<file path="config.mk">
export PLATFORM = sky130hd
export DESIGN_NAME = reset_sequencer
export DESIGN_NICKNAME = d
export VERILOG_FILES = /design/src/rtl/reset_sequencer.sv
export SDC_FILE = /design/constraint.sdc
export NUM_CORES = 1
export LEC_CHECK = 0
export CORE_UTILIZATION = 53
export CTS_CLUSTER_SIZE = 10
export DETAILED_ROUTE_END_ITERATION = 10
export PLACE_DENSITY = 0.81
export SKIP_LAST_GASP = 1
export SYNTH_ARGS = -nofsm -noshare
export SYNTH_HDL_FRONTEND = slang
export SYNTH_SLANG_ARGS = --single-unit
</file>
<file path="constraint.sdc">
create_clock -name clk -period 1.8 [get_ports clk]
set_input_delay 0.18 -clock clk [delete_from_list [all_inputs] [get_ports clk]]
set_output_delay 0.18 -clock clk [all_outputs]
set_load 0.1 [all_outputs]
</file>
<file path="src/rtl/reset_sequencer.sv">
// Staged reset generator: all stages assert together on reset or trigger, then
// release one at a time in index order; also tracks last cause and trigger count.
module reset_sequencer #(
    parameter int NUM_STAGES = 3,
    parameter int PULSE_LEN  = 16,
    parameter int STAGE_GAP  = 4,
    parameter int DEBOUNCE   = 8
) (
    input  logic                  clk,
    input  logic                  sync_reset,
    input  logic                  rst_req,
    input  logic                  btn_n,
    output logic [NUM_STAGES-1:0] rst_out,
    output logic                  busy,
    output logic [1:0]            last_cause,
    output logic [7:0]            req_count
);

    localparam int HW = $clog2(PULSE_LEN + 1);
    localparam int GW = $clog2(STAGE_GAP + 1);
    localparam int SW = $clog2(NUM_STAGES + 1);
    localparam int DW = $clog2(DEBOUNCE + 1);

    localparam logic [HW-1:0] HOLD_LAST  = HW'(PULSE_LEN - 1);
    localparam logic [GW-1:0] GAP_LAST   = GW'(STAGE_GAP - 1);
    localparam logic [SW-1:0] STAGE_LAST = SW'(NUM_STAGES - 1);
    localparam logic [DW-1:0] DEB_LAST   = DW'(DEBOUNCE - 1);

    typedef enum logic [1:0] {
        IDLE    = 2'd0,
        ASSERT  = 2'd1,
        RELEASE = 2'd2
    } state_t;

    state_t                  state_reg, state_next;
    logic [HW-1:0]           hold_cnt_reg, hold_cnt_next;
    logic [GW-1:0]           gap_cnt_reg, gap_cnt_next;
    logic [SW-1:0]           stage_idx_reg, stage_idx_next;
    logic [NUM_STAGES-1:0]   rst_out_reg, rst_out_next;
    logic                    busy_reg, busy_next;
    logic [1:0]              last_cause_reg, last_cause_next;
    logic [7:0]              req_count_reg, req_count_next;

    logic                    sync1_reg, sync2_reg;
    logic                    btn_state_reg;
    logic [DW-1:0]           deb_cnt_reg;
    logic                    btn_press_reg;
    logic                    trig;

    // Button path: 2-flop synchronizer, then a stability counter that flips the
    // debounced state only after DEBOUNCE matching samples; a press strobes once.
    always_ff @(posedge clk) begin
        if (sync_reset) begin
            sync1_reg     <= 1'b1;
            sync2_reg     <= 1'b1;
            btn_state_reg <= 1'b1;
            deb_cnt_reg   <= '0;
            btn_press_reg <= 1'b0;
        end else begin
            sync1_reg     <= btn_n;
            sync2_reg     <= sync1_reg;
            btn_press_reg <= 1'b0;
            if (sync2_reg == btn_state_reg) begin
                deb_cnt_reg <= '0;
            end else if (deb_cnt_reg == DEB_LAST) begin
                btn_state_reg <= sync2_reg;
                deb_cnt_reg   <= '0;
                btn_press_reg <= ~sync2_reg;
            end else begin
                deb_cnt_reg <= deb_cnt_reg + DW'(1);
            end
        end
    end

    assign trig = rst_req | btn_press_reg;

    always_ff @(posedge clk) begin
        if (sync_reset) begin
            state_reg      <= ASSERT;
            hold_cnt_reg   <= '0;
            gap_cnt_reg    <= '0;
            stage_idx_reg  <= '0;
            rst_out_reg    <= '1;
            busy_reg       <= 1'b1;
            last_cause_reg <= 2'b00;
            req_count_reg  <= '0;
        end else begin
            state_reg      <= state_next;
            hold_cnt_reg   <= hold_cnt_next;
            gap_cnt_reg    <= gap_cnt_next;
            stage_idx_reg  <= stage_idx_next;
            rst_out_reg    <= rst_out_next;
            busy_reg       <= busy_next;
            last_cause_reg <= last_cause_next;
            req_count_reg  <= req_count_next;
        end
    end

    always_comb begin
        state_next      = state_reg;
        hold_cnt_next   = hold_cnt_reg;
        gap_cnt_next    = gap_cnt_reg;
        stage_idx_next  = stage_idx_reg;
        rst_out_next    = rst_out_reg;
        busy_next       = busy_reg;
        last_cause_next = last_cause_reg;
        req_count_next  = req_count_reg;

        if (trig) begin
            state_next      = ASSERT;
            hold_cnt_next   = '0;
            gap_cnt_next    = '0;
            stage_idx_next  = '0;
            rst_out_next    = '1;
            busy_next       = 1'b1;
            last_cause_next = {btn_press_reg, rst_req};
            if (req_count_reg != 8'hFF) begin
                req_count_next = req_count_reg + 8'd1;
            end
        end else begin
            case (state_reg)
                ASSERT: begin
                    if (hold_cnt_reg == HOLD_LAST) begin
                        // Ones always form a run from the MSB down, so a left
                        // shift releases exactly the lowest asserted stage.
                        rst_out_next   = rst_out_reg << 1;
                        stage_idx_next = SW'(1);
                        gap_cnt_next   = '0;
                        if (NUM_STAGES == 1) begin
                            busy_next  = 1'b0;
                            state_next = IDLE;
                        end else begin
                            state_next = RELEASE;
                        end
                    end else begin
                        hold_cnt_next = hold_cnt_reg + HW'(1);
                    end
                end
                RELEASE: begin
                    if (gap_cnt_reg == GAP_LAST) begin
                        rst_out_next   = rst_out_reg << 1;
                        stage_idx_next = stage_idx_reg + SW'(1);
                        gap_cnt_next   = '0;
                        if (stage_idx_reg == STAGE_LAST) begin
                            busy_next  = 1'b0;
                            state_next = IDLE;
                        end
                    end else begin
                        gap_cnt_next = gap_cnt_reg + GW'(1);
                    end
                end
                default: begin
                    state_next = IDLE;
                end
            endcase
        end
    end

    genvar gi;
    generate
        for (gi = 0; gi < NUM_STAGES; gi++) begin : g_rst_out
            assign rst_out[gi] = rst_out_reg[gi];
        end
    endgenerate

    assign busy       = busy_reg;
    assign last_cause = last_cause_reg;
    assign req_count  = req_count_reg;

endmodule

</file>
# == Word level (Yosys, flattened, before mapping) ==
# Cells that the tools add are included.
# op_classes
n_addsub,5
n_eq_ne,11
n_mux,13
bitwise,5
reduce_logical,11
# ops
operator,count
$mux W3,4
$pmux W3 S2,2
$mux W2,5
$reduce_and A3 Y1,3
$add A8 B1 Y8 const B,1
$ne A8 B8 Y1 const B,1
$pmux W2 S2,2
$reduce_and A2 Y1,4
$ne A2 B2 Y1 const B,3
$reduce_or A3 Y1,2
$add A5 B1 Y5 const B,1
$eq A5 B4 Y1 const B,1
$add A4 B1 Y4 const B,1
$eq A2 B2 Y1 const B,2
$eq A4 B3 Y1 const B,1
$not A1 Y1,4
$add A3 B1 Y3 const B,1
$eq A3 B2 Y1 const B,1
$add A2 B1 Y2 const B,1
$eq A2 B1 Y1 const B,1
$reduce_bool A2 Y1,1
$reduce_or A2 Y1,1
$eq A1 B1 Y1,1
$or A1 B1 Y1,1
# totals
reg_bits,34
elab_cells,58

# == Logic depth before layout (Yosys ltp) ==
# depth
word_depth,4
ltp_mapped,7

# == Worst setup path before layout ==
# No wires, ideal clock.
# synth_path
kind,register to register
startpoint,"reg req_count_reg[0], in the netlist req_count[0]"
endpoint,"reg req_count_reg[1], in the netlist req_count[1]"
arrival_time_ps,1994
t_required_ps,1672
slack_ps,-321
stages_incl_launch_ff,6
n_path_buf,0
cell_sequence,dfxtp_1 > ha_1 > nand3_1 > o21ai_1 > mux2i_1 > nor2_1
# synth_via
elab_chain_cells,2
elab_cells_between_ends,3
classes_between,add/sub: 1; eq/ne: 1; reduce/logical: 1
# synth_rtl
element,line,text
"start, declared",42,"logic [7:0] req_count_reg, req_count_next;"
"start signal, assigned",95,req_count_reg <= req_count_next;
branches (longest 2 deep; another with $add A8 B1 Y8),--,
# Parallel ways; which one is timed is not known.
# A chain may end at the register's enable or synchronous reset.

# == Worst setup path after layout ==
# layout_path
startpoint,reg hold_cnt_reg[0]
endpoint,"reg rst_out_reg[1], in the netlist rst_out[1]"
# layout_via
elab_chain_cells,3
# layout_rtl
element,line,text
"start, declared",36,"logic [HW-1:0] hold_cnt_reg, hold_cnt_next;"
"start signal, assigned",89,hold_cnt_reg <= hold_cnt_next;
$eq A5 B4 Y1,123,if (hold_cnt_reg == HOLD_LAST) begin
$ne A2 B2 Y1 (no source line),--,
$reduce_and A3 Y1 (no source line),--,
"end signal, assigned",92,rst_out_reg <= rst_out_next;
"end, declared",39,"logic [NUM_STAGES-1:0] rst_out_reg, rst_out_next;"
# Every way passes these cells.

==> impl_metrics.env <==
export IMPL_criticalPathCategory="reg -> reg"
export IMPL_filler_cell_count=197
export IMPL_die_height_microns=54.1
export IMPL_timing_max_transition_violations_final=0
export IMPL_crit_arrival_ps=1900
export IMPL_ctsLongestPathBuffers=2
export IMPL_async_reset_ff_frac=0
export IMPL_global_route_wire_length_before_repair_microns=4300
export IMPL_place_hpwl_microns=1940
export IMPL_dieArea_sq_um=2920
export IMPL_initial_utilization=0.569
export IMPL_max_cap_violations=0
export IMPL_ys_warn_count=0
export IMPL_timing_hold_violations_final=0
export IMPL_timing_final_crit_share=0.934
export IMPL_ir_drop_v=0.000621
export IMPL_cts_tree="yes"
export IMPL_synth_top_cells_by_count="sky130_fd_sc_hd__dfxtp_1, sky130_fd_sc_hd__nor2_1, sky130_fd_sc_hd__nand2_1"
export IMPL_min_delay_path_class="in -> reg"
export IMPL_timing_critical_path_required_ps=2020
export IMPL_crit_path_cell_chain="ha_2 -> and3_4 -> ha_4 -> nand3b_1 -> a21boi_4 -> mux2i_1 -> nand2_1"
export IMPL_die_width_microns=54.1
export IMPL_synth_cell_area_sq_um=1440
export IMPL_synth_enable_flop_cells=0
export IMPL_vias=1116
export IMPL_worst_setup_path_startpoint="hold_cnt_reg[0]"
export IMPL_ys_dominant_reg_cell="sky130_fd_sc_hd__dfxtp_1"
export IMPL_setup_tns_ps=0
export IMPL_post_drt_via_cell_ratio=5.31
export IMPL_worstSkewPairLatency_ps=350
export IMPL_wire_per_inst_microns=12.9
export IMPL_globalRouteOverflowTotal=0
export IMPL_post_route_min_period_ps=1680
export IMPL_drt_wl_total_microns=2710
export IMPL_worst_pin_slew_ps=469
export IMPL_cts_inserted_buffers=5
export IMPL_timing_max_slew_rel_slack=0.683
export IMPL_outcome="finished, final reports clean"
export IMPL_path_clk_slew_ps=100
export IMPL_antenna_found_initial=0
export IMPL_synth_top_area_cell="sky130_fd_sc_hd__dfxtp_1"
export IMPL_std_cell_core_area_sq_um=2520
export IMPL_postRouteAntennaNets=0
export IMPL_gr_usage_all_layers=0.216
export IMPL_synth_sequential_area_ratio=0.474
export IMPL_final_layout_size_suffix_gt1_frac=0.261
export IMPL_worstPathMaxFanout=4
export IMPL_synth_largest_type_area_fraction=0.474
export IMPL_drt_first_iter_violations=18
export IMPL_finalNetCount=189
export IMPL_cpPeakStageDelay_ps=350
export IMPL_timing_hold_worst_path_depth=2
export IMPL_power_leakage_nw=0.727
export IMPL_min_delay_start="btn_n"
export IMPL_reg2regPathDepth=7
export IMPL_total_power_mw=1.32
export IMPL_grt_max_degree=18
export IMPL_clock_sinks=34
export IMPL_final_setup_skew_ps=9.65
export IMPL_synth_lib_cells_used_distinct=36
export IMPL_post_synth_cell_area_avg_sq_um=9.45
export IMPL_std_cell_rows=18
export IMPL_power_density_cell_area_nw_per_um2=757
export IMPL_area_growth_pct=21.2
export IMPL_io_pins=18
export IMPL_drc=0
export IMPL_htreeDepth=2
export IMPL_cp_slowest_cell="sky130_fd_sc_hd__dfxtp_2"
export IMPL_largest_register_ffs=8
export IMPL_synth_top_cells_by_area="sky130_fd_sc_hd__dfxtp_1, sky130_fd_sc_hd__nor2_1, sky130_fd_sc_hd__ha_1"
export IMPL_drt_pass1_iterations=3
export IMPL_port_buffer_count=17
export IMPL_fmax_mhz=595
export IMPL_synth_net_count=162
export IMPL_regToRegStartpoint="hold_cnt_reg[0]"
export IMPL_yosys_cell_count_top_type="sky130_fd_sc_hd__dfxtp_1"
export IMPL_gp_congestion=0.747
export IMPL_timing_critical_path_from_type="register"
export IMPL_clk_root_buffer_cell="sky130_fd_sc_hd__clkbuf_4"
export IMPL_synth_ff_latch_count=34
export IMPL_synthesis_instances=152
export IMPL_type_of_element_capturing_the_critical_path="register"
export IMPL_insertedDiodeCount=0
export IMPL_first_global_vias=1029
export IMPL_final_setup_viol_count=0
-- worst paths after layout --
check	end	slack, ps
min reg2reg	sync2_reg	430
max reg2reg	rst_out[1]	120
max	rst_out[1]	120
min	sync1_reg	400
-- final cells by class --
| class | instances | area [sq um] | area share |
|---|---|---|---|
| inverter | 5 | 18.8 | 0.0108 |
| tap | 30 | 37.5 | 0.0216 |
| clock buffer | 7 | 55.1 | 0.0316 |
| sequential | 34 | 692 | 0.398 |
| multi-input combinational | 110 | 752 | 0.432 |
| timing repair buffer | 23 | 180 | 0.104 |
| clock inverter | 1 | 5.00 | 0.00288 |
-- report_power, final --
group          switching [mW]  total (mW)  leakage, nW  internal, mW
clock network           0.249       0.438       0.0353         0.189
logic                  0.0744       0.105        0.412        0.0310
registers              0.0101       0.774        0.280         0.764
-- cells by family after synthesis --
| group | Yosys count | synth area share |
|---|---|---|
| buffers and inverters | 8 | 0.0218 |
| AO/OA/AOI/OAI | 22 | 0.109 |
| flip-flops | 34 | 0.474 |
| AND/OR/NAND/NOR | 69 | 0.260 |
| multiplexers | 4 | 0.0279 |
| XOR/XNOR | 9 | 0.0549 |
| adder cells (fa/ha/maj) | 6 | 0.0523 |
-- layout by cell type (no fill, tap or decap), types with 2 or more instances in the layout --
master / n
sky130_fd_sc_hd__dfxtp_1: 25
sky130_fd_sc_hd__nor2_1: 23
sky130_fd_sc_hd__buf_4: 20
sky130_fd_sc_hd__nand2_1: 14
sky130_fd_sc_hd__dfxtp_2: 9
sky130_fd_sc_hd__a21oi_1: 8
sky130_fd_sc_hd__xor2_1: 6
sky130_fd_sc_hd__inv_1: 5
sky130_fd_sc_hd__nand3b_1: 5
sky130_fd_sc_hd__clkbuf_4: 5
sky130_fd_sc_hd__a211oi_1: 4
sky130_fd_sc_hd__nor3_1: 4
sky130_fd_sc_hd__or2_2: 4
sky130_fd_sc_hd__mux2i_1: 4
sky130_fd_sc_hd__ha_1: 4
sky130_fd_sc_hd__nand3_1: 3
sky130_fd_sc_hd__xnor2_1: 3
sky130_fd_sc_hd__clkdlybuf4s50_1: 3
sky130_fd_sc_hd__o2111ai_1: 2
sky130_fd_sc_hd__or3_1: 2
sky130_fd_sc_hd__o21ai_0: 2
sky130_fd_sc_hd__nor2b_1: 2
sky130_fd_sc_hd__and2_1: 2
-- critical path: cells and delay by family (launching register included) --
kind            cells  cell delay, ps
compound gates      1             250
simple gates        3             400
fa+ha+maj           2             360
mux                 1             220
flops               1             350
-- what timing repair did --
item / CTS / global route
hold buffers: 0 / 0
resized for setup: 1 / 5
endpoints found under the setup margin: 3 / 7
pin swaps: 1 / 0
setup buffers: 2 / 1
-- stage by stage --
step | hold slack (ps) | setup WS [ps] | instances | cell area [sq um] | util
2_1_floorplan | 284 | 70.7 | 152 | 1450 | -
3_3_place_gp | 400 | 82.8 | 199 | 1630 | 0.646
3_5_place_dp | 402 | -30.1 | 199 | 1630 | 0.646
4_1_cts | 393 | -7.82 | 209 | 1710 | 0.679
5_1_grt | 378 | -9.47 | 210 | 1740 | 0.690
6_report | 401 | 118 | 210 | 1740 | 0.690
-- layer usage --
| layer | vias up | share of wire | GRT usage |
|---|---|---|---|
| li1 | 576 | - | - |
| met1 | 524 | 0.45 | 0.237 |
| met2 | 13 | 0.50 | 0.362 |
| met3 | 3 | 0.032 | 0.0932 |
| met4 | 0 | 0.014 | 0.0897 |
| met5 | - | 0 | 0 |
Power figures use the tool's default switching activity.
==> patch (config.mk and constraints unchanged) <==
The parameter `STAGE_GAP` goes from 4 to 2.
--- a/src/rtl/reset_sequencer.sv
+++ b/src/rtl/reset_sequencer.sv
@@ -4,5 +4,5 @@
     parameter int NUM_STAGES = 3,
     parameter int PULSE_LEN  = 16,
-    parameter int STAGE_GAP  = 4,
+    parameter int STAGE_GAP  = 2,
     parameter int DEBOUNCE   = 8
 ) (
Formal check against the unedited RTL: no difference found for any inputs over 10 cycles, from zero or initial values and one cycle with sync_reset high; that may be too few to reach the edited logic, so the function may still have changed.
==> patch against the unedited design <==
  * Clock skew grew 1.1 ps
  * Count of clock-buffer cells in the layout increased by 1
  * Clock power shrank 12%
  * Wire length decreased by 13%
  * Sequential share of layout area is 1.1 points higher
  * Final area fell by 5.5%
  * Sequential cell count down 1
  * Area after synthesis fell by 3.4%
  * Setup slack got worse by 34 ps
  * Sequential power shrank 2.7%
  * Total power down 5.6%
  * Critical endpoint unchanged
  * Largest power group unchanged
==> patch: results (changes against the unedited design) <==
[timing]
worstMarginPinSlew_ps = 366.2  ; -102.9 ps
fin_skew_ps = 10.79  ; +1.148 ps

[drt]
wl_um = 2355  ; -13%
first_iter_violations = 11  ; -7
vias_per_cell = 5.327  ; +0.23%
dr.pass1.iters = 4  ; +1

[power]
p_leak_nw = 0.6674  ; -8.2%
peakVddDrop_mv = 0.8005  ; +29%
p_int_uw = 929.4  ; -5.6%

[global_routing]
grt_pass1_wl_um = 3836  ; -11%
grt_usage_pct = 19.36  ; -2.2 points
grt_pass1_vias = 963  ; -6.4%

[placement]
post-dp-hpwl_um = 1720  ; -11%
placed_area_um2 = 1560  ; -4.2%
gp_congestion = 0.7550  ; +1.0%

[final_layout]
final_layout_size_suffix_gt1_share_pct = 27.22  ; +1.1 points
finalNetCount = 177  ; -6.3%

[setup_path]
crit_fanout = 5  ; +1
cp.arrival_ps = 1930  ; +30 ps

[yosys]
ys_seq_area_share_pct = 47.61  ; +0.22 points
synth_top_area_share_pct = 47.61  ; +0.22 points
ys_types = 38  ; +5.6%
synth_nets = 153  ; -5.6%
synthTopCellsByArea = dfxtp_1 48%, nor2_1 6.5%, ha_1 4.5%
synth_common_cells = 33 x dfxtp_1, 24 x nor2_1, 9 x nand2_1, 7 x a21oi_1

[run_status]
outcome = finished, final reports clean

[clocking]
cts_setup_buffers = 0  ; -2
clk_latency_ps = 320  ; -30 ps
clk_pin_slew_ps = 90

patch: cell type report:
class                      instances  area, um2
timing repair buffer              21      165.2
fill                             216      832.0
sequential                        33      671.9
clock buffer                       8      48.80
inverter                           6      22.52
multi-input combinational        101      699.4
tap                               30      37.54
patch: per-stage QoR:
step	util (%)	setup slack, ps	std cells	setup TNS [ps]
CTS	65.05	19.62	197	0
global route	66.41	-22.32	199	-22.32
detailed placement	62.98	-14.66	189	-14.66
global placement	62.98	70.48	189	0
finish	66.41	83.93	199	0
floorplan	-	70.25	144	0
patch: path summary, 6_finish.rpt:
path | endpoint | start | slack (ps)
setup / recovery | rst_out[1] | hold_cnt_reg[0] | 80
hold / removal | sync1_reg | btn_n | 420
setup reg to reg | rst_out[1] | hold_cnt_reg[0] | 80
hold reg to reg | sync2_reg | sync1_reg | 460
patch: per-layer routing:
| metal | part of all wire, % | GRT usage [%] | vias to the layer above | routed length, um |
|---|---|---|---|---|
| li1 | - | - | 544 | - |
| met1 | 45 | 20.84 | 497 | 1059 |
| met3 | 3.2 | 6.322 | 5 | 76 |
| met2 | 50 | 32.91 | 14 | 1175 |
| met5 | 0 | 0 | - | 0 |
| met4 | 1.9 | 10.96 | 0 | 44 |
patch: cell families after synthesis:
family / after synthesis / share of synthesized area [%]
and+or+nand+nor: 59 / 22.99
DFF: 33 / 47.61
AOI/OAI and AO/OA: 23 / 12.17
buffers and inverters: 10 / 3.426
xor gates and xnor gates: 9 / 5.681
muxes: 5 / 3.607
adders and majority gates: 5 / 4.509
patch: power by group through the flow:
stage          Combinational, mW  Clock (mW)  Sequential [mW]
5_1_grt                    0.111       0.430            0.755
6_report                   0.106       0.385            0.753
3_5_place_dp               0.104           0            0.770
2_1_floorplan             0.0338           0            0.814
3_3_place_gp               0.101           0            0.769
4_1_cts                    0.104       0.394            0.753
